[src/rtl/stack_guard.sv]
// stack_guard: depth tracker and move guard for a hardware stack (head + DEPTH-entry tail)
//   clk, resetq          : clock, asynchronous active-low reset
//   we_in, delta_in[1:0] : core head-write and move request (00 none, 01 push, 11 pop, 10 illegal)
//   clr                  : clears sticky flags and fault state, reloads hwm
//   we_out, delta_out    : head write and move to the stack, gated on errors when GUARD=1
//   depth, hwm           : occupied entries and high-water mark since last clr
//   ovf, unf, bad        : sticky overflow / underflow / illegal-move flags
//   fault, err           : FSM in FAULT, one-cycle pulse after every erroring cycle
module stack_guard #(
  parameter int DEPTH = 16,
  parameter bit GUARD = 1'b0
) (
  input  logic       clk,
  input  logic       resetq,
  input  logic       we_in,
  input  logic [1:0] delta_in,
  input  logic       clr,
  output logic       we_out,
  output logic [1:0] delta_out,
  output logic [5:0] depth,
  output logic [5:0] hwm,
  output logic       ovf,
  output logic       unf,
  output logic       bad,
  output logic       fault,
  output logic       err
);
  typedef enum logic {OK, FAULT} state_t;
  localparam logic [5:0] CAP = 6'(DEPTH + 1);
  state_t state;
  logic push, pop, push_ovf, pop_unf, illegal, event_any;
  logic [5:0] next_depth;
  always_comb begin
    push = delta_in == 2'b01;
    pop = delta_in == 2'b11;
    push_ovf = push && depth == CAP;
    pop_unf = pop && depth == 6'd0;
    illegal = delta_in == 2'b10;
    event_any = push_ovf || pop_unf || illegal;
    next_depth = (push && !push_ovf) ? depth + 6'd1 : (pop && !pop_unf) ? depth - 6'd1 : depth;
    we_out = (GUARD && event_any) ? 1'b0 : we_in;
    delta_out = (GUARD && event_any) ? 2'b00 : delta_in;
  end
  // An error in the same cycle as clr wins: only the new flag survives and fault stays set.
  always_ff @(posedge clk or negedge resetq) begin
    if (!resetq) begin
      state <= OK;
      depth <= 6'd0;
      hwm <= 6'd0;
      ovf <= 1'b0;
      unf <= 1'b0;
      bad <= 1'b0;
      fault <= 1'b0;
      err <= 1'b0;
    end else begin
      depth <= next_depth;
      hwm <= (clr || next_depth > hwm) ? next_depth : hwm;
      ovf <= (ovf && !clr) || push_ovf;
      unf <= (unf && !clr) || pop_unf;
      bad <= (bad && !clr) || illegal;
      err <= event_any;
      if (event_any) begin
        state <= FAULT;
        fault <= 1'b1;
      end else if (clr) begin
        state <= OK;
        fault <= 1'b0;
      end
    end
  end
endmodule

[config.mk]
export PLATFORM = sky130hd
export DESIGN_NAME = stack_guard
export DESIGN_NICKNAME = d
export VERILOG_FILES = /design/src/rtl/stack_guard.sv
export SDC_FILE = /design/constraint.sdc
export NUM_CORES = 1
export LEC_CHECK = 0
export ABC_AREA = 0
export BUFFER_PORTS_ARGS = -buffer_cell sky130_fd_sc_hd__buf_4
export CORE_MARGIN = 8
export CORE_UTILIZATION = 45
export CTS_BUF_LIST = sky130_fd_sc_hd__clkbuf_2
export CTS_CLUSTER_DIAMETER = 120
export DETAILED_ROUTE_END_ITERATION = 7
export GPL_ROUTABILITY_DRIVEN = 0
export GPL_TIMING_DRIVEN = 0
export PLACE_DENSITY = 0.71
export SETUP_SLACK_MARGIN = 0.2
export SLEW_MARGIN = 25
export SYNTH_ARGS = -nofsm -noshare
export SYNTH_HDL_FRONTEND = slang
export SYNTH_SLANG_ARGS = --single-unit
[constraint.sdc]
create_clock -name clk -period 3.45 [get_ports clk]
set_clock_uncertainty 0.1 [all_clocks]
set_input_delay 0.5175 -clock clk [delete_from_list [all_inputs] [get_ports clk]]
set_output_delay 0.5175 -clock clk [all_outputs]
set_load 0.03 [all_outputs]
==> impl_results.md <==
* Status: finished, final reports clean
* Setup-failing EPs final at 0
* Crit path top cell by count: ha_1
* Synth Instances at 109
* Grt ovf at 0
* Port bufs at 22
* Worst path cell trace: inv_1 > ha_1 > nor2b_4 > buf_4 > a21oi_1 > a31oi_4 > xnor2_1 > ha_1 > nand2_1 > or4b_4 > o21ai_4 > buf_12 > mux2_4
* Fin util at 62.5%
* Peak VDD IR at 0.000784 V
* Worst-Margin Slew at 0.385 ns
* Slowest CP cell: or4b_4
* Post-Syn Area per Cell at 10.2 um^2
* FP Rows at 18
* WL per Instance at 16.0 um
* Critical path class: flop to flop
* Post-route worst setup slack at 0.290 ns
* Worst-Skew Late Latency at 0.30 ns
* Area after DPL at 0.00135 mm^2
* H-tree depth at 1
* RSZ-0062 raised after global routing: no
* # DRC at 0
* WHS Path Cells at 2
* Clk slew on worst S/H paths at 0.16 ns
* Die Y at 65.8 um
* Synth Cell Area at 0.00112 mm^2
* CP Launch Type: flop
* Power Density at 1040 mW/mm^2
* First-pass GRT wire length at 4.26 mm
* Detailed Place HPWL at 1.95 mm
* Crit path largest cell delay at 0.52 ns
* CTS Buf Count at 3
* Final wirelength at 2.75 mm
* Clock tree root buffer cell: clkbuf_2
* ANT nets after route at 0
* Synth warn at 0
* DR vias/cell at 5.55
* Cell area after layout at 0.00151 mm^2
* Routed via count at 954
* Initial Utilization at 46.3%
* Cell variety after synth at 40
* CORE AREA at 0.00241 mm^2
* TritonRoute pass-1 iters at 4
* Width of the chip at 65.8 um
* Area delta synth->final at 34.9%
* Slew margin rel. at 74.1%
* Ys async rst share at 100%
* Leading cell type in the layout, fill and taps excluded: buf_4
* Number of max-cap violations at 0
* Hold Crit Class: input pin to flop
* Critical Path Fanout Max at 8
* Fmax at 0.316 GHz
* Nets at 159
* I/O Pins at 26
* Synth Register Bits at 17
* Final Max Slew Viols at 0
* Number of DRC markers in iteration 0 at 41
* Cells on worst reg2reg path at 13
* CTS tree: done
* Overall power at 1.56 mW
* Place WS at 0.158 ns
* Layout cells sized above 1 at 45.8%
* Gr usage total at 12.5%
* Sequential area share after synthesis at 38.1%
* Critical path capture point type: flop
* # clock sinks at 17
* Final Hold Viols at 0
* Clock buffer depth at 2
* Synth Net Count at 125
* Most frequent cells in the layout: buf_4 (31), dfrtp_1 (15), inv_1 (11)
* Antenna diodes at 0
* Vias in the first global route at 943
* P_leak at 0.735 nW
* Top FF cell, synth: dfrtp_1
* Setup TNS at 0 ns
* Number of synthesized flops with an enable pin at 0
* WP data required at 3.56 ns
* Die ar. at 0.00433 mm^2
* Largest net degree at the start of global routing at 18
* Antenna violations before repair at 0
* Fin crit share at 91.6%
* Tmin final at 3.16 ns
* Arrival time at the worst endpoint at 3.27 ns
through the flow:
stage / instances / hold WS (ns)
floorplan: 109 / 0.122
global placement: 161 / 0.292
detailed placement: 161 / 0.293
CTS: 168 / 0.375
global route: 172 / 0.363
finish: 172 / 0.377
worst max-delay path, delay by kind of cell, from the launching register on:
family | cells | cell delay, ns
and+or+nand+nor | 3 | 0.71
adders and majority gates | 2 | 0.52
DFF | 1 | 0.51
buffers and inverters | 3 | 0.39
AOI/OAI and AO/OA | 3 | 0.36
muxes | 1 | 0.30
xor gates and xnor gates | 1 | 0.18
cells by family (layout without fill, tap and decap cells):
kind of cell,Yosys count,in the layout,share of synthesized area [%]
compound gates,26,26,17.8
xor+xnor,3,3,2.35
fa+ha+maj,10,10,11.2
buf+inv,20,53,8.97
flops,17,17,38.1
mux,7,7,7.06
simple gates,26,26,14.5
final timing paths:
path,start,end,slack [ns]
worst min-delay path,clr,fault,0.38
min in group asynchronous,resetq,unf,0.49
worst max register to register,depth[0],hwm[5],0.29
worst max-delay path,depth[0],hwm[5],0.29
max in group asynchronous,resetq,depth[1],2.56
worst min register to register,ovf,ovf,0.42
final cells by class:
class                           count  area (um^2)
Multi-Input combinational cell     72          677
Timing Repair Buffer               29          233
Fill cell                         202          905
Clock buffer                        4         20.0
Tap cell                           30         37.5
Inverter                           12         45.0
Sequential cell                    17          428
Buffer                              8         65.1
cells in the mapped netlist (2+ instances only):
master	n	area [um^2]
buf_2	2	10.0
inv_1	12	45.0
o221ai_1	2	17.5
o21ai_0	2	10.0
ha_1	10	125
nand2_1	5	18.8
o2bb2ai_1	3	26.3
nor2_1	3	11.3
a21oi_1	7	35.0
nor3_1	2	10.0
xnor2_1	3	26.3
nor2b_1	2	12.5
buf_4	4	30.0
nand3_1	4	20.0
mux2_2	7	78.8
dfrtp_1	17	425
timing repair:
item / 4_1_cts / 5_1_grt
endpoints found under the setup margin: 6 / 6
gates resized for setup: 7 / 9
hold buffers: 1 / 0
setup buffers: 2 / 4
pin swaps: 0 / 3
endpoints found under the hold margin: 17 / 0
registers in the layout (all words and copies together) (netlist names):
name / cells
depth: 6
hwm: 6
bad: 1
err: 1
fault: 1
ovf: 1
unf: 1
power breakdown:
group | total (mW) | leakage [nW] | switching, mW | internal [mW]
Combinational | 1.10 | 0.513 | 0.570 | 0.525
Clock | 0.0932 | 0.0166 | 0.0624 | 0.0307
Sequential | 0.370 | 0.206 | 0.0879 | 0.282
Total | 1.56 | 0.735 | 0.721 | 0.838
metal layers:
metal | global-route usage, % | wire length [um] | vias to the layer above
met3 | 3.22 | 163 | 5
met2 | 21.8 | 1470 | 29
met1 | 13.6 | 1070 | 468
met4 | 6.27 | 45 | 0
li1 | - | - | 452
met5 | 0 | 0 | -
No activity file was read; power rests on OpenSTA's default activity.
